==> config.mk <==
export PLATFORM = sky130hd
export DESIGN_NAME = mips_instr_encoder
export DESIGN_NICKNAME = d
export VERILOG_FILES = /design/src/rtl/mips_pkg.sv /design/src/rtl/mips_instr_pack.sv /design/src/rtl/mips_instr_encoder.sv
export SDC_FILE = /design/constraint.sdc
export NUM_CORES = 1
export LEC_CHECK = 0
export CORE_ASPECT_RATIO = 0.9
export CORE_MARGIN = 2
export CORE_UTILIZATION = 45
export CTS_CLUSTER_DIAMETER = 30
export CTS_CLUSTER_SIZE = 20
export DETAILED_ROUTE_END_ITERATION = 10
export PLACE_DENSITY = 0.85
export SYNTH_ARGS = -nofsm -noshare
export SYNTH_HDL_FRONTEND = slang
export SYNTH_HIERARCHICAL = 1
export SYNTH_SLANG_ARGS = --single-unit
==> constraint.sdc <==
create_clock -name clk_i -period 5.6 [get_ports clk_i]
set_input_delay 1.68 -clock clk_i [delete_from_list [all_inputs] [get_ports clk_i]]
set_output_delay 1.68 -clock clk_i [all_outputs]
set_load 0.02 [all_outputs]
==> src/rtl/mips_pkg.sv <==
// Shared MIPS encoding constants: opcodes, funct codes, the encoder's
// symbolic operation enum, the word width and the encoder FSM states.
package mips_pkg;

  localparam int WORD_W = 32;

  // Primary opcodes (instruction bits 31:26)
  localparam logic [5:0] OPC_RTYPE = 6'b000000;
  localparam logic [5:0] OPC_J     = 6'b000010;
  localparam logic [5:0] OPC_BEQ   = 6'b000100;
  localparam logic [5:0] OPC_ADDI  = 6'b001000;
  localparam logic [5:0] OPC_LW    = 6'b100011;
  localparam logic [5:0] OPC_SW    = 6'b101011;

  // R-type function codes (instruction bits 5:0)
  localparam logic [5:0] FN_ADD = 6'b100000;
  localparam logic [5:0] FN_SUB = 6'b100010;
  localparam logic [5:0] FN_AND = 6'b100100;
  localparam logic [5:0] FN_OR  = 6'b100101;
  localparam logic [5:0] FN_SLT = 6'b101010;

  // Symbolic operation selector presented on the field input
  typedef enum logic [3:0] {
    OP_ADD  = 4'd0,
    OP_SUB  = 4'd1,
    OP_AND  = 4'd2,
    OP_OR   = 4'd3,
    OP_SLT  = 4'd4,
    OP_ADDI = 4'd5,
    OP_LW   = 4'd6,
    OP_SW   = 4'd7,
    OP_BEQ  = 4'd8,
    OP_J    = 4'd9
  } op_e;

  // Encoder sequencing states
  typedef enum logic {
    S_IDLE  = 1'b0,
    S_WRITE = 1'b1
  } state_e;

  // R-type word assembly: shamt is always zero for the supported ops
  function automatic logic [WORD_W-1:0] pack_rtype(input logic [4:0] rs, input logic [4:0] rt,
                                                   input logic [4:0] rd, input logic [5:0] fn);
    return {OPC_RTYPE, rs, rt, rd, 5'd0, fn};
  endfunction

endpackage

==> src/rtl/mips_instr_pack.sv <==
// Combinational fields-to-word packer with a legal flag.
// Optional feature macro: IENC_BRANCH_REL_EN (beq offset computed from
// IN_TARGET relative to pc+4 instead of taking the immediate verbatim).
module mips_instr_pack
  import mips_pkg::*;
(
  input  logic [3:0]        op_i,
  input  logic [4:0]        rs_i,
  input  logic [4:0]        rt_i,
  input  logic [4:0]        rd_i,
  input  logic [15:0]       imm_i,
  input  logic [31:0]       target_i,
  input  logic [31:0]       pc_i,
  output logic [WORD_W-1:0] word_o,
  output logic              legal_o
);

`ifdef IENC_BRANCH_REL_EN
  logic [31:0] br_diff_s;
  logic        br_ok_s;

  // Byte distance from the delay-slot address; the word offset fits in
  // 16 signed bits exactly when bits 31:17 are a sign extension of bit 17.
  assign br_diff_s = target_i - (pc_i + 32'd4);
  assign br_ok_s   = (target_i[1:0] == 2'b00) && (br_diff_s[31:17] == {15{br_diff_s[17]}});
`else
  logic unused_s;
  assign unused_s = ^{pc_i, target_i[31:28], target_i[1:0]};
`endif

  // Select the instruction format for the requested operation
  always_comb begin
    word_o  = '0;
    legal_o = 1'b1;
    case (op_e'(op_i))
      OP_ADD:  word_o = pack_rtype(rs_i, rt_i, rd_i, FN_ADD);
      OP_SUB:  word_o = pack_rtype(rs_i, rt_i, rd_i, FN_SUB);
      OP_AND:  word_o = pack_rtype(rs_i, rt_i, rd_i, FN_AND);
      OP_OR:   word_o = pack_rtype(rs_i, rt_i, rd_i, FN_OR);
      OP_SLT:  word_o = pack_rtype(rs_i, rt_i, rd_i, FN_SLT);
      OP_ADDI: word_o = {OPC_ADDI, rs_i, rt_i, imm_i};
      OP_LW:   word_o = {OPC_LW, rs_i, rt_i, imm_i};
      OP_SW:   word_o = {OPC_SW, rs_i, rt_i, imm_i};
      OP_BEQ: begin
`ifdef IENC_BRANCH_REL_EN
        word_o  = {OPC_BEQ, rs_i, rt_i, br_diff_s[17:2]};
        legal_o = br_ok_s;
`else
        word_o  = {OPC_BEQ, rs_i, rt_i, imm_i};
`endif
      end
      OP_J:    word_o = {OPC_J, target_i[27:2]};
      default: begin
        word_o  = '0;
        legal_o = 1'b0;
      end
    endcase
  end

endmodule

==> src/rtl/mips_instr_encoder.sv <==
// Encodes symbolic MIPS field sets and writes the words sequentially into
// instruction memory via a WE/READY write port. All outputs are registered.
// Optional feature macro: IENC_BRANCH_REL_EN (handled in mips_instr_pack).
module mips_instr_encoder
  import mips_pkg::*;
#(
  parameter logic [31:0] BASE_ADDR = 32'h0000_0000,
  parameter int          DEPTH     = 256
) (
  input  logic        clk_i,
  input  logic        rst_ni,
  input  logic        start_i,
  input  logic        in_valid_i,
  output logic        in_ready_o,
  input  logic [3:0]  in_op_i,
  input  logic [4:0]  in_rs_i,
  input  logic [4:0]  in_rt_i,
  input  logic [4:0]  in_rd_i,
  input  logic [15:0] in_imm_i,
  input  logic [31:0] in_target_i,
  output logic        mem_we_o,
  output logic [31:0] mem_addr_o,
  output logic [31:0] mem_wdata_o,
  input  logic        mem_ready_i,
  output logic [15:0] count_o,
  output logic        full_o,
  output logic        err_o
);

  localparam logic [15:0] DEPTH_C = 16'(DEPTH);

  state_e      state_q, state_d;
  logic [31:0] ptr_q, ptr_d;
  logic [15:0] count_q, count_d;
  logic        full_q, full_d;
  logic        err_q, err_d;
  logic        in_ready_q, in_ready_d;
  logic        mem_we_q, mem_we_d;
  logic [31:0] mem_addr_q, mem_addr_d;
  logic [31:0] mem_wdata_q, mem_wdata_d;
  logic [31:0] word_s;
  logic        legal_s;

  mips_instr_pack u_pack (
    .op_i     (in_op_i),
    .rs_i     (in_rs_i),
    .rt_i     (in_rt_i),
    .rd_i     (in_rd_i),
    .imm_i    (in_imm_i),
    .target_i (in_target_i),
    .pc_i     (ptr_q),
    .word_o   (word_s),
    .legal_o  (legal_s)
  );

  // Next-state and next-output logic; START overrides every other event
  always_comb begin
    state_d     = state_q;
    ptr_d       = ptr_q;
    count_d     = count_q;
    full_d      = full_q;
    err_d       = err_q;
    in_ready_d  = in_ready_q;
    mem_we_d    = mem_we_q;
    mem_addr_d  = mem_addr_q;
    mem_wdata_d = mem_wdata_q;
    if (start_i) begin
      state_d    = S_IDLE;
      ptr_d      = BASE_ADDR;
      count_d    = 16'd0;
      full_d     = 1'b0;
      err_d      = 1'b0;
      mem_we_d   = 1'b0;
      mem_addr_d = BASE_ADDR;
      in_ready_d = (DEPTH_C != 16'd0);
    end else begin
      case (state_q)
        S_IDLE: begin
          if (in_valid_i && in_ready_q) begin
            if (legal_s) begin
              state_d     = S_WRITE;
              mem_we_d    = 1'b1;
              mem_addr_d  = ptr_q;
              mem_wdata_d = word_s;
              in_ready_d  = 1'b0;
            end else begin
              err_d      = 1'b1;
              in_ready_d = !full_q;
            end
          end else begin
            in_ready_d = !full_q;
          end
        end
        S_WRITE: begin
          if (mem_ready_i) begin
            state_d    = S_IDLE;
            mem_we_d   = 1'b0;
            ptr_d      = ptr_q + 32'd4;
            count_d    = count_q + 16'd1;
            full_d     = ((count_q + 16'd1) == DEPTH_C);
            in_ready_d = ((count_q + 16'd1) != DEPTH_C);
          end else begin
            in_ready_d = 1'b0;
          end
        end
        default: begin
          state_d    = S_IDLE;
          mem_we_d   = 1'b0;
          in_ready_d = 1'b0;
        end
      endcase
    end
  end

  // State, pointer, counters and registered outputs
  always_ff @(posedge clk_i or negedge rst_ni) begin
    if (!rst_ni) begin
      state_q     <= S_IDLE;
      ptr_q       <= BASE_ADDR;
      count_q     <= 16'd0;
      full_q      <= 1'b0;
      err_q       <= 1'b0;
      in_ready_q  <= 1'b0;
      mem_we_q    <= 1'b0;
      mem_addr_q  <= BASE_ADDR;
      mem_wdata_q <= 32'd0;
    end else begin
      state_q     <= state_d;
      ptr_q       <= ptr_d;
      count_q     <= count_d;
      full_q      <= full_d;
      err_q       <= err_d;
      in_ready_q  <= in_ready_d;
      mem_we_q    <= mem_we_d;
      mem_addr_q  <= mem_addr_d;
      mem_wdata_q <= mem_wdata_d;
    end
  end

  assign in_ready_o  = in_ready_q;
  assign mem_we_o    = mem_we_q;
  assign mem_addr_o  = mem_addr_q;
  assign mem_wdata_o = mem_wdata_q;
  assign count_o     = count_q;
  assign full_o      = full_q;
  assign err_o       = err_q;

endmodule

==> out/qor.csv, run 1 <==
stage;metric;value;unit
outcome;status;completed;
clocking;cts_resized;0;
floorplan;ios;156;
clocking;postCtsHoldBufs;0;
routing;via_count;4721;
sta;setup_violations;0;
sta;rsz0062_at_grt;no;
sta;tns;0;ns
floorplan;die_w;121.5;um
sta;tightest_slew;0.9824;ns
clocking;htreeDepth;4;
clocking;cts_setup_buffers;0;
routing;viasPerCell;5.445;
worst_setup_path;critical_path.max_fanout;32;
power;leakage;3.199;nW
placed_design;io_buffers;149;
worst_setup_path;cp.required;5.89;ns
min_path;worstHoldPathCells;1;
worst_setup_path;r2r_cells;7;
sta;max_freq;0.2645;GHz
synth;syn-num-nets;637;
synth;synth_area_per_cell;9.949;um2
floorplan;fp-row-count;38;
routing;drtPass1Iterations;4;
global_routing;antenna_found_initial;0;
worst_setup_path;r2r_slack;3.39;ns
synth;synthCells;562;
clocking;clockRootBuffer;clkbuf_16;
job;cap_violations;0;
worst_setup_path;startpoint_type;input port;
layout;layout-drive-gt1-share;12.87;%
clocking;cts_sinks;114;
min_path;hold_start;mem_wdata_o[30];
layout;antenna-diode-count;0;
clocking;cts_buffers;17;
routing;ant_nets;0;
worst_setup_path;cp_top_family;buffers and inverters;
min_path;min_to;mem_wdata_o[30];
worst_setup_path;worstSetupPathType;in2reg;
sta;min_period;3.781;ns
worst_setup_path;cp_common_cell;buf_4;
layout;fin_util;63.46;%
synth;yosysWarnings;6;
clocking;clockBufferDepth;2;
worst_setup_path;cpMaxStageDelayCell;clkdlybuf4s50_1;
power;powerDensity;297.8;nW/um2
synth;synth_area;5592;um2
floorplan;die_h;109.8;um
worst_setup_path;cp_slowest_stage_delay;0.62;ns
routing;drc;0;
clocking;cts_tree;built;
routing;drt-initial-drc-count;222;
sta;slew-limit-headroom;34.51;%
power;vdd_drop_max;0.0001606;V
routing;wire_per_inst;15.85;um
global_routing;grt_pass1_vias;4641;
worst_setup_path;cp_num_buf_inv;3;
worst_setup_path;path_cells;clkdlybuf4s50_1 -> o21ai_0 -> nand2_1 -> buf_4 -> nor2_2 -> buf_4 -> mux2_2;
sta;min_period_over_period;67.52;%
sta;slew_viol_final;0;
min_path;hold_class;reg2reg;
sta;hold_viol_final;0;
global_routing;grt_start_max_net_pins;85;
worst_setup_path;crit_path_end_kind;register;
routing;routed_wl;13.74;mm
clocking;path_clk_slew;0.05;ns
sta;skew;0.006465;ns
layout;syn_to_final_growth;37.06;%
layout;fin_nets;771;
worst_setup_path;crit_start;in_op_i[2];
worst_setup_path;arrival;4.07;ns
floorplan;start_util;46.30;%
global_routing;overflow;0;
floorplan;coreArea;12080;um2
placed_design;gp_congestion;0.8699;
worst_setup_path;r2r_end;in_ready_o;
worst_setup_path;r2r-start;count_o[1];
clocking;clk_latency;0.41;ns
worst_setup_path;cp_num_cells;7;
global_routing;grtUsageTotal;21.15;%
floorplan;dieArea;13330;um2
global_routing;grt_pass1_wl;22.11;mm
placed_design;dp_hpwl;9.483;mm
==> worst register-to-register path: cells and delay by family (launching register included) <==
family	cells	cell delay (ns)
AO/OA/AOI/OAI	4	0.68
adder cells (fa/ha/maj)	1	0.43
flip-flops	1	0.49
AND/OR/NAND/NOR	2	0.50
==> registers in the layout, summed over array words and instances (netlist names) <==
name	cells
mem_wdata_o	32
mem_addr_o	31
ptr_q	30
count_o	16
err_o	1
full_o	1
in_ready_o	1
mem_we_o	1
state_q	1
==> cell type report <==
type,count,area (um2)
Inverter,3,11.26
Fill cell,953,4413
Clock inverter,6,55.05
Sequential cell,114,2853
Tap cell,160,200.2
Timing Repair Buffer,154,1521
Clock buffer,24,491.7
Multi-Input combinational cell,406,2531
==> layer usage <==
layer | routed length, um | up-vias | part of all wire (%) | track usage [%]
met5 | 0 | - | 0 | 0
met4 | 206 | 0 | 1.5 | 6.650
met3 | 749 | 17 | 5.5 | 5.913
met2 | 6904 | 142 | 50 | 37.08
met1 | 5876 | 2327 | 43 | 25.43
li1 | - | 2235 | - | -
==> worst max path at each step <==
stage	slack, ns	endpoint
after global routing	1.64	mem_wdata_o[5]
after CTS	1.80	mem_wdata_o[16]
final	1.82	mem_wdata_o[16]
after floorplan	2.41	mem_wdata_o[0]
after detailed placement	1.37	mem_wdata_o[11]
after global placement	1.45	mem_wdata_o[17]
==> layout by cell type (no fill, tap or decap), types with 2 or more instances in the layout <==
master,count
a21o_1,3
a21oi_1,48
a221o_1,4
a221o_2,3
a22o_1,10
a22o_2,6
a31oi_1,4
and2_1,10
and3_1,7
and4_1,5
and4_2,2
and4_4,2
buf_4,6
clkbuf_1,3
clkbuf_16,17
clkbuf_8,4
clkdlybuf4s50_1,147
clkinv_2,5
dfrtp_1,114
ha_1,3
inv_1,3
mux2_2,33
mux2i_1,3
nand2_1,93
nand2b_1,2
nand3_1,16
nand4_1,14
nor2_1,46
nor3_1,7
nor3_2,2
o21ai_0,14
o22ai_1,3
or3_1,10
xnor2_1,10
xor2_1,26
==> power breakdown <==
part	leakage, nW	switching (mW)	internal, mW
Sequential	1.55	0.0307	0.881
Clock	0.275	0.344	0.646
Combinational	1.37	0.185	0.195
==> metrics by stage <==
step	power (mW)	instances	worst slack [ns]	hold slack, ns	area [um2]
floorplan	1.104	562	2.410	0.5035	5592
global placement	1.294	837	1.448	0.4856	7117
detailed placement	1.307	837	1.374	0.4947	7117
CTS	2.306	867	1.797	0.5051	7664
global route	2.366	867	1.641	0.5145	7664
finish	2.282	867	1.819	0.5033	7664
(Power assumes the default switching activity.)
==> run 2, diff against run 1 <==
--- a/config.mk
+++ b/config.mk
@@ -7,11 +7,11 @@
 export LEC_CHECK = 0
 export CORE_ASPECT_RATIO = 0.9
 export CORE_MARGIN = 2
-export CORE_UTILIZATION = 45
+export CORE_UTILIZATION = 44
 export CTS_CLUSTER_DIAMETER = 30
 export CTS_CLUSTER_SIZE = 20
 export DETAILED_ROUTE_END_ITERATION = 10
-export PLACE_DENSITY = 0.85
+export PLACE_DENSITY = 0.86
 export SYNTH_ARGS = -nofsm -noshare
 export SYNTH_HDL_FRONTEND = slang
 export SYNTH_HIERARCHICAL = 1
==> constraint.sdc (replaced) <==
create_clock -name clk_i -period 3.34 [get_ports clk_i]
set_input_delay 1.002 -clock clk_i [delete_from_list [all_inputs] [get_ports clk_i]]
set_output_delay 1.002 -clock clk_i [all_outputs]
set_load 0.02 [all_outputs]
==> out/qor.csv, run 2 (synthesis results as in run 1) <==
stage;metric;value;unit;change
power;pwr-share-seq;39.3;%;-0.7 points
worst_setup_path;r2r_cells;7;;unchanged
sta;tns;0;ns;unchanged
clocking;cts_buffers;17;;unchanged
clocking;clk_latency;0.41;ns;about the same
routing;drt-initial-drc-count;270;;+22%
clocking;clockRootBuffer;clkbuf_16;;
sta;min_period;2.681;ns;
sta;rsz0062_at_grt;no;;
min_path;hold_class;reg2reg;;
layout;fin_util;61.82;%;-1.6 points
routing;routed_wl;14.25;mm;+3.7%
layout;layout-drive-gt1-share;13.50;%;+0.63 points
worst_setup_path;r2r-start;count_o[0];;
layout;final_cell_mix;clkdlybuf4s50_1, dfrtp_1, nand2_1;;
sta;slew_viol_final;0;;unchanged
layout;final_cells;875;;+0.92%
worst_setup_path;worstSetupPathType;in2reg;;
routing;ant_nets;0;;unchanged
sta;skew;0.008368;ns;+0.001903 ns
worst_setup_path;r2r_slack;1.03;ns;-2.36 ns
routing;wire_per_inst;16.29;um;+2.8%
worst_setup_path;arrival;2.97;ns;-1.10 ns
power;sw_frac_of_total;23.94;%;-0.59 points
power;power.switching;0.9335;mW;+67%
routing;viasPerCell;5.461;;+0.28%
worst_setup_path;startpoint_type;input port;;
floorplan;coreArea;12540;um2;+3.8%
worst_setup_path;crit_path_end_kind;register;;
clocking;clockBufferDepth;2;;unchanged
global_routing;grt_start_max_net_pins;76;;-11%
power;powerDensity;503.0;nW/um2;+69%
global_routing;grtUsageTotal;21.53;%;+0.38 points
global_routing;antenna_found_initial;0;;unchanged
power;clkPwrFrac;44.4;%;+1.0 points
floorplan;die_w;122.8;um;+1.1%
sta;tightest_slew;0.7542;ns;-0.2282 ns
layout;largest_register_ffs;32;;unchanged
clocking;cts_setup_buffers;0;;unchanged
power;vdd_drop_max;0.0002883;V;+80%
worst_setup_path;r2r_end;in_ready_o;;
routing;drc;0;;unchanged
global_routing;overflow;0;;unchanged
worst_setup_path;cp.required;3.63;ns;-2.26 ns
placed_design;io_buffers;149;;unchanged
job;cap_violations;0;;unchanged
power;power_frac_comb;16.4;%;-0.2 points
power;p_int;2.966;mW;+72%
global_routing;grt_pass1_vias;4708;;+1.4%
sta;hold_viol_final;0;;unchanged
layout;antenna-diode-count;0;;unchanged
clocking;cts_resized;0;;unchanged
clocking;cts_tree;built;;
global_routing;grt_pass1_wl;23.03;mm;+4.1%
power;leakage;3.240;nW;+1.3%
sta;min_period_over_period;80.27;%;
clocking;cts_sinks;114;;unchanged
routing;via_count;4778;;+1.2%
routing;drtPass1Iterations;4;;unchanged
min_path;min_to;mem_wdata_o[6];;
worst_setup_path;critical_path.max_fanout;24;;-25%
sta;slew-limit-headroom;49.72;%;+15 points
clocking;path_clk_slew;0.05;ns;about the same
outcome;status;completed;;
layout;syn_to_final_growth;38.64;%;
floorplan;die_h;110.9;um;+1.1%
sta;worst_hold_slack;0.5009;ns;-0.002323 ns
placed_design;gp_congestion;0.8712;;+0.15%
sta;setup_violations;0;;unchanged
placed_design;dpl.cell_count;846;;+1.1%
min_path;worstHoldPathCells;1;;unchanged
clocking;postCtsHoldBufs;0;;unchanged
sta;max_freq;0.3730;GHz;
floorplan;ios;156;;unchanged
sta;fin_ws;0.6591;ns;-1.160 ns
floorplan;fp-row-count;39;;+2.6%
layout;nFillCells;953;;unchanged
clocking;htreeDepth;4;;unchanged
floorplan;dieArea;13630;um2;+2.2%
floorplan;start_util;44.59;%;-1.7 points
layout;final_common_cell;clkdlybuf4s50_1;;
placed_design;pre_cts_slack;0.2384;ns;-1.136 ns
placed_design;dp_hpwl;9.886;mm;+4.2%
min_path;hold_start;mem_wdata_o[6];;
layout;fin_nets;776;;+0.65%
run 2: changes by cell type in the layout (fill, tap and decap cells not counted), sizes merged:
cell | before | now
buf | 7 | 12
bufinv | 1 | 2
clkbuf | 24 | 23
clkinv | 5 | 4
run 2: layer usage:
metal / routed length [um] / share of wire, % / vias to the layer above / GRT usage, %
li1: - / - / 2239 / -
met4: 306 / 2.1 / 0 / 8.812
met1: 5754 / 40 / 2341 / 26.37
met3: 995 / 7.0 / 25 / 5.916
met5: 0 / 0 / - / 0
met2: 7194 / 50 / 173 / 35.58
run 2: final cells by class:
class	count	area, um2	area share [%]
clock buffers	23	488.0	6.294
clock inverters	6	80.08	1.033
inverters	3	11.26	0.1453
multi-input cells	406	2531	32.65
flip-flops and latches	114	2853	36.80
well taps	164	205.2	2.647
repair buffers	159	1584	20.43
run 2: power by group through the flow:
stage,Sequential (mW),Combinational [mW],Clock [mW]
after floorplan,1.66,0.187,0
after global placement,1.55,0.632,0
after detailed placement,1.55,0.644,0
after CTS,1.53,0.646,1.76
after global routing,1.54,0.682,1.84
final,1.53,0.638,1.73
run 2: critical path: stages:
cell	delay, ns
clkdlybuf4s50_1	0.73
and4bb_2	0.46
and2_1	0.24
a221o_2	0.29
mux2_2	0.26
run 2: worst max path at each step:
stage / to / slack, ns / startpoint / depth (start not counted)
after floorplan: mem_wdata_o[0] / 0.83 / in_op_i[2] / 6
after global placement: mem_wdata_o[14] / 0.31 / in_op_i[2] / 5
after detailed placement: mem_wdata_o[15] / 0.24 / in_op_i[2] / 5
after CTS: count_o[2] / 0.67 / count_o[2] / 1
after global routing: mem_wdata_o[23] / 0.57 / in_op_i[2] / 7
final: mem_wdata_o[15] / 0.66 / in_op_i[2] / 5
run 2: through the flow:
stage	power, mW	instance area, um2
after global routing	4.063	7752
after CTS	3.942	7752
after floorplan	1.850	5592
after global placement	2.177	7184
final	3.899	7752
after detailed placement	2.198	7184
==> run 3, diff against run 2 <==
--- a/config.mk
+++ b/config.mk
@@ -7,11 +7,11 @@
 export LEC_CHECK = 0
 export CORE_ASPECT_RATIO = 0.9
 export CORE_MARGIN = 2
-export CORE_UTILIZATION = 44
+export CORE_UTILIZATION = 45
 export CTS_CLUSTER_DIAMETER = 30
 export CTS_CLUSTER_SIZE = 20
 export DETAILED_ROUTE_END_ITERATION = 10
-export PLACE_DENSITY = 0.86
+export PLACE_DENSITY = 0.85
 export SYNTH_ARGS = -nofsm -noshare
 export SYNTH_HDL_FRONTEND = slang
 export SYNTH_HIERARCHICAL = 1
==> constraint.sdc (replaced) <==
create_clock -name clk_i -period 2.56 [get_ports clk_i]
set_input_delay 0.768 -clock clk_i [delete_from_list [all_inputs] [get_ports clk_i]]
set_output_delay 0.768 -clock clk_i [all_outputs]
set_load 0.02 [all_outputs]
==> out/qor.csv, run 3 (synthesis results as in run 1) <==
stage;metric;value;unit;change
power;p_total;5.119;mW;+31%
floorplan;coreArea;12080;um2;-3.7%
sta;rsz0062_at_grt;no;;
routing;drtPass1Iterations;4;;unchanged
worst_setup_path;critical_path.max_fanout;11;;-54%
power;power.switching;1.214;mW;+30%
power;p_int;3.906;mW;+32%
routing;via_count;4809;;+0.65%
floorplan;dieArea;13330;um2;-2.1%
clocking;path_clk_slew;0.05;ns;about the same
sta;skew;0.007908;ns;-0.0004597 ns
worst_setup_path;arrival;1.67;ns;-1.30 ns
worst_setup_path;path_cells;clkdlybuf4s50_1;;
clocking;cts_buffers;17;;unchanged
floorplan;die_w;121.5;um;-1.1%
global_routing;grt_pass1_wl;22.79;mm;-1.0%
layout;final_common_cell;clkdlybuf4s50_1;;
layout;syn_to_final_growth;41.93;%;
floorplan;die_h;109.8;um;-1.1%
routing;ant_nets;0;;unchanged
global_routing;grt_pass1_vias;4778;;+1.5%
floorplan;start_util;46.30;%;+1.7 points
sta;setup_violations;0;;unchanged
global_routing;grtUsageTotal;21.83;%;+0.30 points
clocking;cts_sinks;114;;unchanged
sta;worst_hold_slack;0.3013;ns;-0.1996 ns
clocking;cts_resized;0;;unchanged
clocking;clockRootBuffer;clkbuf_16;;
global_routing;antenna_found_initial;0;;unchanged
layout;layout-drive-gt1-share;15.80;%;+2.3 points
sta;min_period_over_period;95.22;%;
sta;slew_viol_final;0;;unchanged
clocking;cts_setup_buffers;0;;unchanged
global_routing;overflow;0;;unchanged
power;sw_frac_of_total;23.71;%;-0.23 points
clocking;clockBufferDepth;2;;unchanged
layout;antenna-diode-count;0;;unchanged
power;leakage;3.351;nW;+3.4%
job;cap_violations;0;;unchanged
routing;drc;0;;unchanged
clocking;clk_latency;0.40;ns;about the same
sta;tightest_slew;0.5003;ns;-0.2538 ns
worst_setup_path;cp_slowest_stage_delay;0.69;ns;-0.04 ns
routing;routed_wl;14.29;mm;+0.27%
power;clkPwrFrac;44.1;%;-0.3 points
worst_setup_path;cp_num_cells;1;;-4
layout;nFillCells;948;;-0.52%
layout;largest_register_ffs;32;;unchanged
clocking;postCtsHoldBufs;0;;unchanged
worst_setup_path;cp.required;1.79;ns;-1.84 ns
power;pwr-share-seq;39.0;%;-0.3 points
floorplan;fp-row-count;38;;-2.6%
layout;final_cell_mix;clkdlybuf4s50_1, dfrtp_1, nand2_1;;
worst_setup_path;r2r_cells;7;;unchanged
worst_setup_path;startpoint_type;register;;
routing;drt-initial-drc-count;246;;-8.9%
sta;max_freq;0.4102;GHz;
power;vdd_drop_max;0.0004255;V;+48%
sta;hold_viol_final;0;;unchanged
clocking;htreeDepth;4;;unchanged
routing;viasPerCell;5.379;;-1.5%
layout;fin_nets;797;;+2.7%
worst_setup_path;worstSetupPathType;reg2out;;
floorplan;ios;156;;unchanged
worst_setup_path;cpMaxStageDelayCell;clkdlybuf4s50_1;;
placed_design;io_buffers;149;;unchanged
global_routing;grt_start_max_net_pins;85;;+12%
outcome;status;completed;;
sta;min_period;2.438;ns;
sta;slew-limit-headroom;66.64;%;+17 points
power;power_frac_comb;16.9;%;+0.5 points
power;powerDensity;645.0;nW/um2;+28%
placed_design;gp_congestion;0.8604;;-1.2%
worst_setup_path;crit_path_end_kind;output port;;
worst_setup_path;cp_num_buf_inv;1;;unchanged
clocking;cts_tree;built;;
min_path;hold_class;in2async;;
layout;multi_input_area;2531;um2;unchanged
placed_design;dp_hpwl;10.14;mm;+2.6%
worst_setup_path;cp_top_family;buffers and inverters;;
layout;seqCellArea;2853;um2;unchanged
routing;wire_per_inst;15.98;um;-1.9%
run 3: cell count changes in the layout (fill, tap and decap cells not counted), sizes merged:
cell,delta
buf,+21
clkbuf,+3
clkinv,-1
run 3: cell type report:
class / instances / area share (%)
sequential: 114 / 35.95
timing repair buffer: 180 / 22.26
clock inverter: 5 / 0.9459
tap: 160 / 2.522
clock buffer: 26 / 6.290
multi-input combinational: 406 / 31.89
inverter: 3 / 0.1419
run 3: path summary, 6_finish.rpt:
kind / from / to / slack [ns]
max: count_o[3] / count_o[3] / 0.12
min: rst_ni / mem_addr_o[6] / 0.30
max reg2reg: count_o[0] / in_ready_o / 0.36
min reg2reg: mem_wdata_o[7] / mem_wdata_o[7] / 0.50
max in group asynchronous: rst_ni / mem_wdata_o[14] / 1.59
min in group clk_i: mem_wdata_o[7] / mem_wdata_o[7] / 0.50
run 3: stage by stage:
| step | setup TNS [ns] | util, % | area (um2) | setup WS [ns] | instances |
|---|---|---|---|---|---|
| global placement | -1.962 | 60.96 | 7362 | -0.06395 | 863 |
| finish | 0 | 65.72 | 7936 | 0.1223 | 894 |
| floorplan | 0 | - | 5592 | 0.2819 | 562 |
| CTS | 0 | 65.72 | 7936 | 0.1341 | 894 |
| detailed placement | -2.991 | 60.96 | 7362 | -0.1048 | 863 |
| global route | 0 | 65.72 | 7936 | 0.05648 | 894 |
run 3: power groups by stage:
stage / sequential [mW] / combinational, mW / clock, mW
after floorplan: 2.17 / 0.244 / 0
after global placement: 2.02 / 0.851 / 0
after detailed placement: 2.03 / 0.870 / 0
after CTS: 2.00 / 0.874 / 2.30
after global routing: 2.01 / 0.916 / 2.41
final: 2.00 / 0.864 / 2.26
run 3: per-layer routing:
layer  GRT usage, %  routed length [um]  share of wire, %
met2          37.96                7254                51
met1          25.62                5787                40
met3          5.913                 874               6.1
met4          9.278                 372               2.6
met5              0                   0                 0
